`config.mk`:
```
export PLATFORM = sky130hd
export DESIGN_NAME = s_prior_dec_hold
export DESIGN_NICKNAME = d
export VERILOG_FILES = /design/src/rtl/s_prior_dec_hold.sv
export SDC_FILE = /design/constraint.sdc
export NUM_CORES = 1
export LEC_CHECK = 0
export ABC_AREA = 1
export CAP_MARGIN = 15
export CORE_ASPECT_RATIO = 0.8
export CORE_MARGIN = 4
export CORE_UTILIZATION = 30
export CTS_CLUSTER_DIAMETER = 100
export CTS_CLUSTER_SIZE = 30
export DETAILED_ROUTE_END_ITERATION = 8
export DONT_BUFFER_PORTS = 1
export SYNTH_ARGS = -nofsm -noshare
export SYNTH_HDL_FRONTEND = slang
export SYNTH_SLANG_ARGS = --single-unit
export TNS_END_PERCENT = 1
```
`constraint.sdc`:
```
create_clock -name clk -period 1.4 [get_ports clk]
set_clock_uncertainty 0.1 [all_clocks]
set_input_delay 0.07 -clock clk [delete_from_list [all_inputs] [get_ports clk]]
set_output_delay 0.07 -clock clk [all_outputs]
set_load 0.02 [all_outputs]
```
`src/rtl/s_prior_dec_hold.sv`:
```
// s_prior_dec_hold: turns a priority index back into a one-hot grant vector.
// Bit ordering follows the 12-input priority encoder: index 0 drives
// onehot_out[0], which is the leftmost and highest-priority position.
// Each decoded vector is held for HOLD cycles behind a valid/ready
// handshake. Out-of-range indices produce a single-cycle err pulse.
//
// state  | meaning
// IDLE   | no vector on the output, ready to accept
// HOLD   | vector on the output, counter counts down to the last hold cycle
module s_prior_dec_hold #(
  parameter int N    = 12,
  parameter int W    = 4,
  parameter int HOLD = 4
) (
  input  logic         clk,
  input  logic         rst,
  input  logic [0:W-1] code_in,
  input  logic         in_valid,
  output logic         in_ready,
  output logic [0:N-1] onehot_out,
  output logic         out_valid,
  output logic         busy,
  output logic         err
);

  // A 1-bit counter is kept even when HOLD=1, so the compare logic has a
  // single form for every HOLD value.
  localparam int CW = (HOLD > 1) ? $clog2(HOLD) : 1;
  localparam logic [CW-1:0] RELOAD = CW'(HOLD - 1);
  localparam logic [W:0]    N_LIM  = (W + 1)'(N);

  typedef enum logic {
    S_IDLE = 1'b0,
    S_HOLD = 1'b1
  } state_t;

  state_t        r_state;
  logic [CW-1:0] r_cnt;
  logic [0:N-1]  r_onehot;
  logic          r_valid;
  logic          r_busy;
  logic          r_err;

  logic [0:N-1]  w_dec;
  logic          w_code_ok;
  logic          w_ready;
  logic          w_accept;

  // Ready depends only on registered state, never on in_valid. The last
  // hold cycle accepts so back-to-back codes follow with no gap.
  always_comb begin
    w_ready = (r_state == S_IDLE) || (r_cnt == '0);
  end

  // Decode the index and classify it as in or out of range.
  always_comb begin
    w_dec     = '0;
    w_code_ok = ({1'b0, code_in} < N_LIM);
    for (int i = 0; i < N; i++) begin
      if (code_in == W'(i)) begin
        w_dec[i] = 1'b1;
      end
    end
    w_accept = in_valid && w_ready;
  end

  // Handshake FSM with registered outputs and hold down-counter.
  always_ff @(posedge clk) begin
    if (rst) begin
      r_state  <= S_IDLE;
      r_cnt    <= '0;
      r_onehot <= '0;
      r_valid  <= 1'b0;
      r_busy   <= 1'b0;
      r_err    <= 1'b0;
    end else begin
      r_err <= 1'b0;
      if (w_accept) begin
        if (w_code_ok) begin
          r_state  <= S_HOLD;
          r_cnt    <= RELOAD;
          r_onehot <= w_dec;
          r_valid  <= 1'b1;
          r_busy   <= 1'b1;
        end else begin
          // Bad index: drop any vector and return to IDLE with an err pulse.
          r_state  <= S_IDLE;
          r_cnt    <= '0;
          r_onehot <= '0;
          r_valid  <= 1'b0;
          r_busy   <= 1'b0;
          r_err    <= 1'b1;
        end
      end else if (r_state == S_HOLD) begin
        if (r_cnt == '0) begin
          r_state  <= S_IDLE;
          r_onehot <= '0;
          r_valid  <= 1'b0;
          r_busy   <= 1'b0;
        end else begin
          r_cnt <= r_cnt - 1'b1;
        end
      end
    end
  end

  assign in_ready   = w_ready;
  assign onehot_out = r_onehot;
  assign out_valid  = r_valid;
  assign busy       = r_busy;
  assign err        = r_err;

endmodule

```
=== Word-level counts from Yosys, hierarchy flattened ===
Cells that the tools add are included.

* Bits of input ports: 7
* Flip-flop bits (word level): 17

* Order comparisons: 1
* Mux-type cells: 28
* Eq/ne operators: 12
* Reduce and logical (&&, ||, !) cells: 9
* Bitwise logic cells: 2
* Add/subtract/negate cells: 1

{| class="wikitable"
|+ Operator list
! cell !! number
|-
| 12-bit 2-to-1 mux || 4
|-
| 1-bit 2-to-1 mux || 20
|-
| 4-bit by 3-bit equality test with 1-bit output (second input constant) || 4
|-
| 4-bit equality test (second input constant) || 4
|-
| 4-bit by 2-bit equality test with 1-bit output (second input constant) || 2
|-
| 2-bit 2-to-1 mux || 4
|-
| 4-bit by 1-bit equality test with 1-bit output (second input constant) || 1
|-
| 4-bit zero test || 1
|-
| 4-bit less-than comparator (second input constant) || 1
|-
| 2-bit AND reduction || 2
|-
| 2-bit nonzero test || 2
|-
| 2-bit zero test || 1
|-
| 2-bit inequality test (second input constant) || 1
|-
| 1-bit inverter || 2
|-
| 2-bit OR reduction || 1
|-
| 2-bit by 1-bit subtractor with 2-bit output (second input constant) || 1
|-
| 1-bit logical AND || 1
|-
| 1-bit logical OR || 1
|}

=== Logic depth before layout (Yosys ltp) ===
Gate-level depths: netlist of the first run.

* Depth in word-level cells: 5
* Depth in mapped cells: 8
* Mapped depth without buffers: 8

=== Worst setup path after synthesis of the first run ===
Ideal clock, no wire load.

* Kind: reg2reg
* From: register r_cnt[0]
* To: register r_cnt[0]
* Arrival: 1.135 ns
* Required time: 1.191 ns
* Cell stages (with the launch flop): 9
* Library setup time: 0.109 ns
* Path slack: 0.056 ns
* Path buffers: 0
* Cells stage by stage: dfxtp_1 -> inv_1 -> ha_1 -> inv_1 -> nand2_1 -> nand3_1 -> nand3_1 -> nand2_1 -> inv_1

* Word-level cells in the longest chain between the ends: 5
* Elaborated cells between the ends (all ways): 10
* Those cells by class: 1 x add/sub; 1 x eq/ne; 3 x mux; 5 x reduce/logical

{| class="wikitable"
|+ Ends and longest elaborated chain
! what !! line !! source
|-
| start, declared || 38 || <nowiki>logic [CW-1:0] r_cnt;</nowiki>
|-
| start signal, assigned || 101 || <nowiki>r_cnt <= r_cnt - 1'b1;</nowiki>
|-
| 2-bit zero test (*) || 52 || <nowiki>w_ready = (r_state == S_IDLE) || (r_cnt == '0);</nowiki>
|-
| 1-bit logical OR (*) || 52 ||
|-
| named net in_ready || 19 || <nowiki>output logic in_ready,</nowiki>
|-
| 1-bit logical AND (*) || 64 || <nowiki>w_accept = in_valid && w_ready;</nowiki>
|-
| 2-bit inequality test (no line) / 2-bit nonzero test (equally long branches) || n/a ||
|-
| 2-bit AND reduction (no line) || n/a ||
|}

Mark *: on every way through the listed nets, which the timed path passes. The rest lies on a longest branch. The select of a mux whose other input is x is not followed.
A chain may end at the register's enable or synchronous reset.

=== Final worst setup path of the first run ===
* From: register r_cnt[0]
* To: output in_ready

* Word-level cells in the longest chain between the ends: 2

{| class="wikitable"
|+ Ends and longest elaborated chain
! what !! line
|-
| 2-bit zero test || 52
|-
| 1-bit logical OR || 52
|-
| end, declared || 19
|}

No other way between the ends.

==> results of run 1 <==
-- power groups by stage --
stage	clock, mW	sequential (mW)	combinational (mW)
5_1_grt	0.300	0.522	0.162
2_1_floorplan	0	0.530	0.106
4_1_cts	0.273	0.518	0.143
3_5_place_dp	0	0.529	0.117
3_3_place_gp	0	0.528	0.115
6_report	0.261	0.518	0.145
-- logic make-up (layout without fill, tap and decap cells) --
family / after synthesis / after routing
simple gates: 60 / 60
buf+inv: 19 / 26
flops: 17 / 17
compound gates: 14 / 14
fa+ha+maj: 1 / 1
-- per-layer routing --
layer / up-vias / global-route usage / part of all wire
met3: 0 / 0.0531 / 0.11
met4: 0 / 0.0246 / 0
met5: - / 0 / 0
li1: 364 / - / -
met2: 26 / 0.161 / 0.43
met1: 329 / 0.136 / 0.46
-- layout make-up --
class                           count  area share
Tap cell                           36      0.0501
Inverter                           13      0.0543
Sequential cell                    17       0.380
Multi-Input combinational cell     75       0.390
Timing Repair Buffer                9      0.0961
Clock buffer                        4      0.0292
-- critical path, stage by stage, from the launching register on --
cell	delay (ns)
dfxtp_2	0.33
inv_1	0.07
ha_2	0.20
inv_1	0.05
nand2_2	0.10
buf_6	0.13
-- how the worst max path moves through the flow --
stage / cells past startpoint / start / slack, ns / end
floorplan: 8 / r_cnt[0] / 0.06 / r_cnt[0]
global placement: 6 / r_cnt[0] / 0.12 / busy
detailed placement: 8 / r_cnt[0] / 0.11 / r_cnt[1]
CTS: 5 / r_cnt[0] / 0.02 / in_ready
global route: 5 / r_cnt[0] / -0.02 / in_ready
finish: 5 / r_cnt[0] / 0.07 / in_ready
-- layout by cell type (no fill, tap or decap), drive strengths merged --
master / n
ha: 1
nor2: 14
nand2: 27
dlygate4sd3: 6
dfxtp: 17
nand3: 18
inv: 13
nor4: 1
buf: 3
a21oi: 14
clkbuf: 4
-- sequential cells by signal, summed over array words and instances, names as in the netlist --
register	cells
r_state	1
busy	1
err	1
onehot_out	12
r_cnt	2
-- what timing repair did --
action | CTS | global route
pin swaps | 0 | 0
hold buffers | 6 | 0
gates resized for setup | 2 | 3
gates cloned | 0 | 0
hold endpoints to repair | 17 | 0
setup endpoints to repair | 1 | 16
-- metrics by stage --
step | setup TNS (ns) | utilization | hold WS (ns)
after CTS | 0 | 0.365 | 0.0140
after global routing | -0.0269 | 0.368 | 0.0253
final | 0 | 0.368 | 0.0285
after global placement | 0 | 0.327 | 0.0432
after detailed placement | 0 | 0.327 | 0.0433
after floorplan | 0 | - | 0.120
==> flow_summary.toml, run 1 <==
[synth]
syn_inst = 111
yosys_warnings = 0
synth_edf_count = 0
async_reset_ff_frac = 0
synth_top_area_share = 0.441
yosysSeqAreaShare = 0.441
synthDistinctLibCells = 15
synthesis.nets = 119
avgSynthCellArea_um2 = 6.95
synth.most_common_cell = "nand2_1"
synth-seq-cells = 17
synth_top_family_by_area = "simple AND/OR/NAND/NOR gates"
synth_ff_type = "dfxtp_1"
synthSimpleGateAreaFrac = 0.337
yosys.area.top_type = "dfxtp_1"
synthXorXnorAreaFrac = 0
synthTopCellsByArea = "dfxtp_1, nand2_1, nand3_1"
synthesis.area_um2 = 772
synth-compound-area-share = 0.0908
synth_common_cells = "nand2_1, nand3_1, dfxtp_1"
yosys.area_share.adder = 0.0162
muxShareOfSynthArea = 0

[worst_setup_path]
endpoint_kind = "primary output"
worstSetupStartpointType = "flop"
crit_path_max_fanout = 5
rr_endpoint = "onehot_out[0]"
reg2reg_depth = 6
arrival_ns = 1.16
reg2reg_setup_slack_ns = 0.12
critical_path_class = "reg2out"
critPathRequiredTime_ns = 1.23
r2r_start = "r_cnt[0]"

[routing]
wl_per_cell_um = 11.3
wirelength_um = 1740
viasPerCell = 4.67
drc_errors = 0
drtPass1Iterations = 4
drt_iter0_drc = 35
detail-route-antenna-nets = 0
vias = 719

[timing]
fin_ws_ns = 0.0714
finalCritPeriodShare = 0.949
setup_violations = 0
period_minus_slack_ns = 1.33
timing_hold_violations_final = 0
tightest_slew_ns = 0.563
slew_headroom = 0.623
fmax_ghz = 0.753
rsz0062_at_grt = "yes"
drv_slew = 0

[cts]
cts_tree = "done"
ctsHtreeMaxLevel = 1
ctsLongestPathBuffers = 2
clock_sinks = 17
clock_latency_ns = 0.29
cts.clk_slew.worst_paths_ns = 0.09
ctsRootBufferMaster = "clkbuf_4"
post_cts_buffers = 0
numCtsBuffers = 3

[power_and_ir_drop]
peakVddDrop_v = 0.000326
combPwrFrac = 0.156
leakagePower_nw = 0.359
p_per_area_nw_per_um2 = 1030
p_int_uw = 662
switching_share = 0.283
clkPwrFrac = 0.283
total_power_uw = 924
pwr-share-seq = 0.561
switchingPower_uw = 262

[final_layout]
area_growth_pct = 16.4
drive_gt1_frac = 0.110
antennaDiodeCount = 0
multi_input_area_um2 = 350
stdcell_count = 154
seqCellArea_um2 = 342
fin_area_um2 = 898
nNetsFinal = 127
fillerInstances = 276

[global_route]
grt_max_degree = 17
grt-ovfl-total = 0
track_usage = 0.107
grt_antenna_before_repair = 0
first_global_vias = 638
grt_pass1_wl_um = 2880

[placed_design]
placed_cell_area_um2 = 800
dp_hpwl_um = 1260
place_inst = 144
pre_cts_ws_ns = 0.110
port_buffers = 0
gp_congestion = 0.768

[job]
drv_cap = 0

[worst_hold_path]
hp-class = "in2reg"
min_to = "onehot_out[6]"
hold_depth = 5
min_from = "code_in[0]"

[die]
fp.dieW_um = 64.7
die_area_um2 = 3450
die_h_um = 53.4
pin_count = 23
start_util = 0.316
core_um2 = 2440
std_cell_rows = 16

[status]
status = "complete, no violations"
No activity file was read; power rests on OpenSTA's default activity.
==> run 2: changes to the inputs <==
--- a/config.mk
+++ b/config.mk
@@ -7,13 +7,16 @@
 export LEC_CHECK = 0
 export ABC_AREA = 1
 export CAP_MARGIN = 15
+export CELL_PAD_IN_SITES_DETAIL_PLACEMENT = 2
+export CELL_PAD_IN_SITES_GLOBAL_PLACEMENT = 2
 export CORE_ASPECT_RATIO = 0.8
 export CORE_MARGIN = 4
-export CORE_UTILIZATION = 30
+export CORE_UTILIZATION = 28
 export CTS_CLUSTER_DIAMETER = 100
 export CTS_CLUSTER_SIZE = 30
 export DETAILED_ROUTE_END_ITERATION = 8
 export DONT_BUFFER_PORTS = 1
+export PLACE_DENSITY_LB_ADDON = 0.1
 export SYNTH_ARGS = -nofsm -noshare
 export SYNTH_HDL_FRONTEND = slang
 export SYNTH_SLANG_ARGS = --single-unit
==> constraint.sdc (replaced) <==
create_clock -name clk -period 1.4 [get_ports clk]
set_clock_uncertainty 0.1 [all_clocks]
set_input_delay 0.07 -clock clk [delete_from_list [all_inputs] [get_ports clk]]
set_output_delay 0.07 -clock clk [all_outputs]
set_load 0.01 [all_outputs]
==> run 2 against run 1 <==
- critical path depth unchanged
- count of clock-buffer cells in the layout unchanged
- routed wire length increased by 29%
- cell area increased by 4.7%
- utilization increased by 0.23 points
- sequential share of layout area decreased by 1.5 points
- global-route usage increased by 3.4 points
- flip-flop and latch count unchanged
- total power increased by 3.3%
- critical endpoint unchanged
==> flow_summary.toml, run 2 (synthesized netlist as in run 1, its figures left out) <==
[final_layout]
antennaDiodeCount = 0
area_growth_pct = 21.9
largest_reg_flops = 12
final_common_cell = "nand2_1"
stdcell_count = 156
final_cell_mix = "nand2_1, nand3_1, a21oi_1, dfxtp_1, nor2_1"
fillerInstances = 312
nNetsFinal = 129
drive_gt1_frac = 0.150

[global_route]
grt_pass1_wl_um = 3710
grt_max_degree = 17
grt_antenna_before_repair = 0
first_global_vias = 772
grt-ovfl-total = 0
track_usage = 0.141

[die]
start_util = 0.304
std_cell_rows = 16
pin_count = 23
die_h_um = 55.0
core_um2 = 2540
die_area_um2 = 3670
fp.dieW_um = 66.7

[timing]
setup_violations = 0
slew_headroom = 0.589
finalCritPeriodShare = 0.938
timing_hold_violations_final = 0
rsz0062_at_grt = "no"
setup_tns_ns = 0
drv_slew = 0
period_minus_slack_ns = 1.31
tightest_slew_ns = 0.615
fmax_ghz = 0.761

[worst_setup_path]
endpoint_kind = "primary output"
arrival_ns = 1.14
worstSetupStartpointType = "flop"
crit_path_max_fanout = 5
critPathRequiredTime_ns = 1.23
reg2reg_setup_slack_ns = 0.12
reg2reg_depth = 8
critical_path_class = "reg2out"

[routing]
drt_iter0_drc = 34
drtPass1Iterations = 3
vias = 730
viasPerCell = 4.68
detail-route-antenna-nets = 0
wirelength_um = 2260
drc_errors = 0
wl_per_cell_um = 14.5

[power_and_ir_drop]
switchingPower_uw = 277
switching_share = 0.290
peakVddDrop_v = 0.000530
p_int_uw = 678
clkPwrFrac = 0.279
p_per_area_nw_per_um2 = 1010
leakagePower_nw = 0.378
pwr-share-seq = 0.545
combPwrFrac = 0.176

[placed_design]
place_inst = 145
port_buffers = 0
gp_congestion = 0.737
dp_hpwl_um = 1720

[cts]
ctsRootBufferMaster = "clkbuf_4"
ctsLongestPathBuffers = 2
cts_tree = "done"
ctsHtreeMaxLevel = 1
numCtsBuffers = 3
clock_latency_ns = 0.29
cts.clk_slew.worst_paths_ns = 0.10
clock_sinks = 17

[worst_hold_path]
hp-class = "in2reg"
hold_depth = 5

[status]
status = "complete, no violations"

[job]
drv_cap = 0
-- run 2: changes by cell type in the layout (fill, tap and decap cells not counted), sizes merged --
cell  delta
nor2     +1
buf      +1
-- run 2: area by class of cell --
class	count	area, um2	area share
Timing Repair Buffer	10	103	0.109
Sequential cell	17	344	0.366
Clock buffer	4	26.3	0.0279
Tap cell	36	45.0	0.0479
Inverter	13	48.8	0.0519
Multi-Input combinational cell	76	374	0.398
-- run 2: path summary, 6_finish.rpt --
check                        to          start
hold / removal    onehot_out[0]     code_in[3]
hold reg to reg   onehot_out[3]  onehot_out[3]
setup reg to reg       r_cnt[1]       r_cnt[1]
setup / recovery       in_ready       r_cnt[1]
-- run 2: per-stage QoR --
stage                     setup WS (ns)  utilization  power, mW  area [um2]  hold slack [ns]
after floorplan                   0.131            -      0.626         772            0.120
after global placement           0.0689        0.322      0.650         820           0.0428
after detailed placement       -0.00938        0.322      0.656         820           0.0440
after CTS                        0.0292        0.359      0.954         912          0.00557
after global routing             0.0142        0.370       1.02         941           0.0226
final                            0.0866        0.370      0.954         941          0.00735
-- run 2: worst max-delay path, stage by stage (launching register included) --
cell and delay, ns:
dfxtp_2 0.34, inv_1 0.06, ha_4 0.17, inv_2 0.07
nand2_4 0.07, buf_4 0.15
-- run 2: power groups by stage --
stage          clock (mW)  sequential, mW  combinational, mW
6_report            0.266           0.520              0.168
5_1_grt             0.309           0.523              0.191
4_1_cts             0.283           0.518              0.153
3_5_place_dp            0           0.528              0.128
3_3_place_gp            0           0.527              0.123
2_1_floorplan           0           0.523              0.102
-- run 2: metal layers --
layer / part of all wire / GRT usage
met5: 0 / 0
met4: 0.0084 / 0.0304
met3: 0.068 / 0.0646
met2: 0.45 / 0.240
met1: 0.47 / 0.165
-- run 2: what timing repair did --
item	4_1_cts	5_1_grt
endpoints found under the setup margin	2	12
endpoints found under the hold margin	17	0
gates cloned	0	1
buffers inserted	0	0
hold buffers	6	0
resized for setup	3	7
pin swaps	0	1
